`config.mk`:
```
export PLATFORM = sky130hd
export DESIGN_NAME = wb_trace_buffer
export DESIGN_NICKNAME = d
export VERILOG_FILES = /design/src/rtl/wb_trace_pkg.sv /design/src/rtl/trace_fifo.sv /design/src/rtl/wb_trace_buffer.sv
export SDC_FILE = /design/constraint.sdc
export NUM_CORES = 1
export LEC_CHECK = 0
export ABC_AREA = 1
export BUFFER_PORTS_ARGS = -buffer_cell sky130_fd_sc_hd__buf_2
export CAP_MARGIN = 10
export CELL_PAD_IN_SITES_DETAIL_PLACEMENT = 1
export CELL_PAD_IN_SITES_GLOBAL_PLACEMENT = 1
export CORE_UTILIZATION = 30
export CTS_BUF_LIST = sky130_fd_sc_hd__clkbuf_16
export CTS_CLUSTER_DIAMETER = 50
export DETAILED_ROUTE_END_ITERATION = 10
export PLACE_DENSITY_LB_ADDON = 0.1
export RECOVER_POWER = 25
export SYNTH_ARGS = -nofsm -noshare
export SYNTH_HDL_FRONTEND = slang
export SYNTH_SLANG_ARGS = --single-unit
```
`constraint.sdc`:
```
create_clock -name clk -period 4.9 [get_ports clk]
set_clock_uncertainty 0.05 [all_clocks]
set_input_delay 0.49 -clock clk [delete_from_list [all_inputs] [get_ports clk]]
set_output_delay 0.49 -clock clk [all_outputs]
set_load 0.01 [all_outputs]
```
`src/rtl/wb_trace_pkg.sv`:
```
`default_nettype none
// ============================================================================
// wb_trace_pkg -- shared types for the writeback trace buffer
// Rev 1.0 -- initial release
// ============================================================================
package wb_trace_pkg;

    localparam logic [1:0] KIND_HALT   = 2'b00;
    localparam logic [1:0] KIND_REG    = 2'b01;
    localparam logic [1:0] KIND_MEM    = 2'b10;
    localparam logic [1:0] KIND_REGMEM = 2'b11;

    localparam int TS_W    = 16;
    localparam int ENTRY_W = 55;

    typedef enum logic [1:0] {
        ST_IDLE    = 2'd0,
        ST_CAPTURE = 2'd1,
        ST_HALTED  = 2'd2
    } state_e;

    typedef struct packed {
        logic [TS_W-1:0] ts;
        logic [1:0]      kind;
        logic [4:0]      rd;
        logic [31:0]     data;
    } entry_t;

    // First readout beat of an entry: timestamp in the upper half, kind/rd at the bottom.
    function automatic logic [31:0] header_beat(input entry_t e);
        return {e.ts, 9'b0, e.kind, e.rd};
    endfunction

endpackage
`default_nettype wire

```
`src/rtl/trace_fifo.sv`:
```
`default_nettype none
// ============================================================================
// trace_fifo -- show-ahead synchronous FIFO, simultaneous push/pop when full
// Rev 1.0 -- initial release
// ============================================================================
module trace_fifo
    import wb_trace_pkg::*;
#(
    parameter int DEPTH = 16,
    parameter int WIDTH = ENTRY_W
) (
    input  logic             clk,
    input  logic             rst_n,
    input  logic             push,
    input  logic [WIDTH-1:0] wdata,
    input  logic             pop,
    output logic [WIDTH-1:0] rdata,
    output logic             full,
    output logic             empty
);

    localparam int             AW       = $clog2(DEPTH);
    localparam logic [AW:0]    FULL_CNT = (AW+1)'(DEPTH);

    logic [WIDTH-1:0] mem_q [DEPTH];
    logic [AW-1:0]    wr_ptr_q, wr_ptr_d;
    logic [AW-1:0]    rd_ptr_q, rd_ptr_d;
    logic [AW:0]      count_q, count_d;
    logic             do_push, do_pop;

    assign full  = (count_q == FULL_CNT);
    assign empty = (count_q == '0);
    assign rdata = mem_q[rd_ptr_q];

    always_comb begin
        do_pop   = pop && !empty;
        // When full, the slot being written is the one being popped this edge.
        do_push  = push && (!full || do_pop);
        wr_ptr_d = wr_ptr_q;
        rd_ptr_d = rd_ptr_q;
        count_d  = count_q;
        if (do_push) wr_ptr_d = wr_ptr_q + 1'b1;
        if (do_pop)  rd_ptr_d = rd_ptr_q + 1'b1;
        case ({do_push, do_pop})
            2'b10:   count_d = count_q + 1'b1;
            2'b01:   count_d = count_q - 1'b1;
            default: count_d = count_q;
        endcase
    end

    always_ff @(posedge clk or negedge rst_n) begin
        if (!rst_n) begin
            wr_ptr_q <= '0;
            rd_ptr_q <= '0;
            count_q  <= '0;
        end else begin
            wr_ptr_q <= wr_ptr_d;
            rd_ptr_q <= rd_ptr_d;
            count_q  <= count_d;
        end
    end

    always_ff @(posedge clk) begin
        if (do_push) mem_q[wr_ptr_q] <= wdata;
    end

endmodule
`default_nettype wire

```
`src/rtl/wb_trace_buffer.sv`:
```
`default_nettype none
// ============================================================================
// wb_trace_buffer -- captures pipeline writeback events into a FIFO, streams
// them out as two 32-bit beats. Define WB_TRACE_TIMESTAMP_EN for timestamps.
// Rev 1.0 -- initial release
// ============================================================================
module wb_trace_buffer
    import wb_trace_pkg::*;
#(
    parameter int DEPTH = 16
) (
    input  logic        clk,
    input  logic        rst_n,
    input  logic        trace_en,
    input  logic [31:0] debug_alu_result,
    input  logic [4:0]  debug_reg_addr,
    input  logic        debug_reg_write,
    input  logic        debug_mem_write,
    input  logic        halt,
    output logic        trace_valid,
    output logic [31:0] trace_data,
    output logic        trace_last,
    input  logic        trace_ready,
    output logic        overflow,
    output logic [7:0]  drop_count,
    output logic        halted
);

    state_e            state_q, state_d;
    logic              beat_q, beat_d;
    logic              overflow_q, overflow_d;
    logic [7:0]        drop_count_q, drop_count_d;
    logic [TS_W-1:0]   ts_now;

    entry_t            ev;
    logic              ev_valid;
    logic              fifo_full, fifo_empty;
    logic [ENTRY_W-1:0] fifo_rdata;
    entry_t            head;
    logic              xfer, pop, drop;

`ifdef WB_TRACE_TIMESTAMP_EN
    logic [TS_W-1:0]   ts_q, ts_d;

    always_comb begin
        ts_d = ts_q;
        if (state_q == ST_IDLE && trace_en) ts_d = '0;
        else if (state_q == ST_CAPTURE)     ts_d = ts_q + 1'b1;
    end

    always_ff @(posedge clk or negedge rst_n) begin
        if (!rst_n) ts_q <= '0;
        else        ts_q <= ts_d;
    end

    assign ts_now = ts_q;
`else
    assign ts_now = '0;
`endif

    // One event per capture cycle, highest priority first.
    always_comb begin
        ev       = '0;
        ev_valid = 1'b0;
        ev.ts    = ts_now;
        if (state_q == ST_CAPTURE) begin
            if (halt) begin
                ev_valid = 1'b1;
                ev.kind  = KIND_HALT;
                ev.data  = {16'h0000, ts_now};
            end else if (debug_reg_write && debug_reg_addr != 5'd0) begin
                ev_valid = 1'b1;
                ev.kind  = debug_mem_write ? KIND_REGMEM : KIND_REG;
                ev.rd    = debug_reg_addr;
                ev.data  = debug_alu_result;
            end else if (debug_mem_write) begin
                ev_valid = 1'b1;
                ev.kind  = KIND_MEM;
                ev.data  = debug_alu_result;
            end
        end
    end

    trace_fifo #(
        .DEPTH (DEPTH),
        .WIDTH (ENTRY_W)
    ) u_fifo (
        .clk   (clk),
        .rst_n (rst_n),
        .push  (ev_valid),
        .wdata (ev),
        .pop   (pop),
        .rdata (fifo_rdata),
        .full  (fifo_full),
        .empty (fifo_empty)
    );

    assign head        = entry_t'(fifo_rdata);
    assign trace_valid = !fifo_empty;
    assign xfer        = trace_valid && trace_ready;
    assign pop         = xfer && beat_q;
    assign drop        = ev_valid && fifo_full && !pop;
    assign trace_last  = trace_valid && beat_q;
    assign trace_data  = !trace_valid ? 32'h0 : (beat_q ? head.data : header_beat(head));
    assign overflow    = overflow_q;
    assign drop_count  = drop_count_q;
    assign halted      = (state_q == ST_HALTED);

    always_comb begin
        state_d      = state_q;
        beat_d       = beat_q;
        overflow_d   = overflow_q;
        drop_count_d = drop_count_q;

        case (state_q)
            ST_IDLE:    if (trace_en) state_d = ST_CAPTURE;
            ST_CAPTURE: begin
                if (!trace_en) state_d = ST_IDLE;
                else if (halt) state_d = ST_HALTED;
            end
            ST_HALTED:  if (!trace_en) state_d = ST_IDLE;
            default:    state_d = ST_IDLE;
        endcase

        if (xfer) beat_d = !beat_q;

        if (drop) begin
            overflow_d = 1'b1;
            if (drop_count_q != 8'hFF) drop_count_d = drop_count_q + 8'd1;
        end
    end

    always_ff @(posedge clk or negedge rst_n) begin
        if (!rst_n) begin
            state_q      <= ST_IDLE;
            beat_q       <= 1'b0;
            overflow_q   <= 1'b0;
            drop_count_q <= 8'd0;
        end else begin
            state_q      <= state_d;
            beat_q       <= beat_d;
            overflow_q   <= overflow_d;
            drop_count_q <= drop_count_d;
        end
    end

endmodule
`default_nettype wire

```
==> metrics.txt <==
outcome finished with violations; violations in the final reports capacitance limit, slew limit; fin crit share 88.7%; Clock Sink Count 649; Slew Limit Fails 67; Nets 2441; highest clock rate 230 MHz; GRT overflow 0; Place WS 1190 ps; sequential share of the synthesized area 72.4%; fill count 9524; initial antenna violation count 0; crit path launch type flip-flop; FF-to-FF path depth 14; Cell Area, Synth 26700 µm²; Cell Rows 109; DRC viols 0; CTS Buf Count 91; Clk pin slew, worst setup/hold paths 50 ps; Post-Route WL 86000 µm; Die W 301 µm; Post-Syn Nets 2326; peak supply drop 0.375 mV; pin count of the biggest net entering global routing 133; Synth Register Bits 649; hold_ws 39.7 ps; Slew headroom -82.5%; Slew @ Worst Pin 2740 ps; Hold Fails Final Rpt 0; worst hold path class in -> reg; max_cap viols 3; DP Area 28700 µm²; overall die height 301 µm; dpl hpwl 41100 µm; crit-path leading delay family buffers and inverters; Worst Path Arrival 3810 ps; WL/cell 23.7 µm; initial core utilization 30.2%; cells along the critical path inv_6 > buf_4 > o211ai_1 > nand3_1 > nand3_1 > a21oi_1 > buf_2; syn avg cell area 11.8 µm²; initial DRC count 1315; routed via count 17841; Crit path largest cell delay 910 ps; vias in the first global route 19007; crit path max fanout 102; hold_sp trace_en; Placeable Area 88400 µm²; min Tclk post-route 4350 ps; final setup fails 0; worst path bufs/invs 3; CTS tree yes; post-route worst setup slack 555 ps; I/O Buffers 87; Yosys warnings 0; post-route ant nets 0; Die ar. 90300 µm²; Worst R2R Setup Slack 1190 ps; cell area after layout 31800 µm²; RSZ-0062 raised after global routing false; cell area power density 605 nW/µm²; Critical Path RT 4360 ps; Total GRT Usage 19.2%; post-route setup TNS 0 ps; Boundary Pins 88; postcts setup bufs 0; Setup CP Type reg -> out; Area Overhead vs Synth 18.8%; CP Launch Point u_fifo.rd_ptr_q[1]; CP max stage cell inv_6; clk root buf clkbuf_16; proportion of layout cells with a drive suffix above 1 12.0%; WHS Path Cells 3; Worst path most repeated cell nand3_1; global-route wire length before repair 128000 µm; GPL Wtd Cong 0.703; H-Tree Depth 3; vias per cell 4.91; Max Root-Sink Buffers 3; reg2reg start u_fifo.count_q[1]; P_leak 11.5 nW; Gate Count Post-Synth 2273; Worst-Skew Late Latency 640 ps; WP depth 7; PnR Total Power 19.2 mW; count of different cell masters after synthesis 26; drt pass-1 iters 5; Worst setup EP type output pin
==> per-stage QoR <==
step	std cells	util (%)
after floorplan	2273	-
after global placement	3457	32.5
after detailed placement	3457	32.5
after CTS	3630	36.1
after global routing	3630	35.9
final	3631	35.9
==> cells by family after synthesis <==
logic type	Yosys count	synth area share, %
buf+inv	239	3.86
simple gates	1085	17.3
compound gates	275	5.41
fa+ha+maj	9	0.421
flops	649	72.4
xor+xnor	16	0.524
==> sequential cells by signal (all words and copies together) (netlist names) <==
signal           count
u_fifo.rd_ptr_q      4
u_fifo.count_q       5
state_q              2
overflow             1
drop_count           8
beat_q               1
u_fifo.mem_q       624
u_fifo.wr_ptr_q      4
==> final timing paths <==
check | to
setup / recovery | trace_data[28]
hold / removal | state_q[1]
max in group asynchronous | u_fifo.rd_ptr_q[0]
min in group asynchronous | u_fifo.rd_ptr_q[1]
hold reg to reg | overflow
setup reg to reg | u_fifo.count_q[4]
==> per-layer routing <==
metal	track usage (%)	part of all wire, %	vias up
met5	0	0	-
met4	4.70	1.7	0
met3	2.24	3.4	99
met2	32.3	48	291
met1	26.4	47	9201
li1	-	-	8250
==> tightest hold or removal path: cells and delay by family <==
kind / cells / cell delay [ps]
simple gates: 1 / 50
buf+inv: 2 / 150
==> Yosys cell counts <==
cell | n | area, µm²
o21ai_0 | 122 | 611
nand4_1 | 2 | 12.5
o22ai_1 | 1 | 6.26
clkbuf_1 | 52 | 195
nor3_1 | 17 | 85.1
inv_2 | 3 | 11.3
o211ai_1 | 25 | 188
clkinv_1 | 2 | 7.51
nor3b_1 | 32 | 240
edfxtp_1 | 624 | 18700
o21ai_1 | 62 | 310
nand2_1 | 399 | 1500
dfrtp_1 | 25 | 626
buf_1 | 23 | 86.3
a211oi_1 | 1 | 7.51
xnor2_1 | 4 | 35.0
inv_1 | 96 | 360
a21boi_0 | 1 | 7.51
buf_6 | 1 | 11.3
nor2_1 | 301 | 1130
ha_1 | 9 | 113
xor2_1 | 12 | 105
buf_4 | 20 | 150
buf_2 | 42 | 210
nand3_1 | 334 | 1670
a21oi_1 | 63 | 315
==> cell type report <==
class / count / area, µm² / area share [%]
flip-flops and latches: 649 / 19400 / 61.0
multi-input cells: 1385 / 6450 / 20.3
clock buffers: 91 / 2280 / 7.17
well taps: 1165 / 1460 / 4.59
repair buffers: 160 / 955 / 3.01
clock inverters: 79 / 837 / 2.64
inverters: 101 / 399 / 1.26
diodes: 1 / 2.50 / 0.00788
==> power breakdown <==
group	total [mW]	leakage, nW	switching (mW)	internal, mW
clock network	6.73	1.57	2.61	4.12
logic	5.70	3.85	4.07	1.63
registers	6.78	6.09	0.372	6.40
total	19.2	11.5	7.05	12.2
==> placed cells by master (no fill, tap or decap), drive strengths merged <==
cell type / count
dlygate4sd3: 3
bufinv: 13
clkbuf: 126
edfxtp: 624
nor3: 17
nand4: 2
nand2: 399
inv: 128
dfrtp: 25
ha: 9
xor2: 12
nor3b: 32
a21oi: 63
a21boi: 1
o211ai: 25
nor2: 301
buf: 122
clkinv: 33
a211oi: 1
o22ai: 1
diode: 1
xnor2: 4
nand3: 334
clkinvlp: 6
o21ai: 184
==> repair_timing <==
item	CTS	global route
hold buffers	3	0
hold endpoints to repair	26	0
gates resized for setup	0	0
No activity file was read; power rests on OpenSTA's default activity.
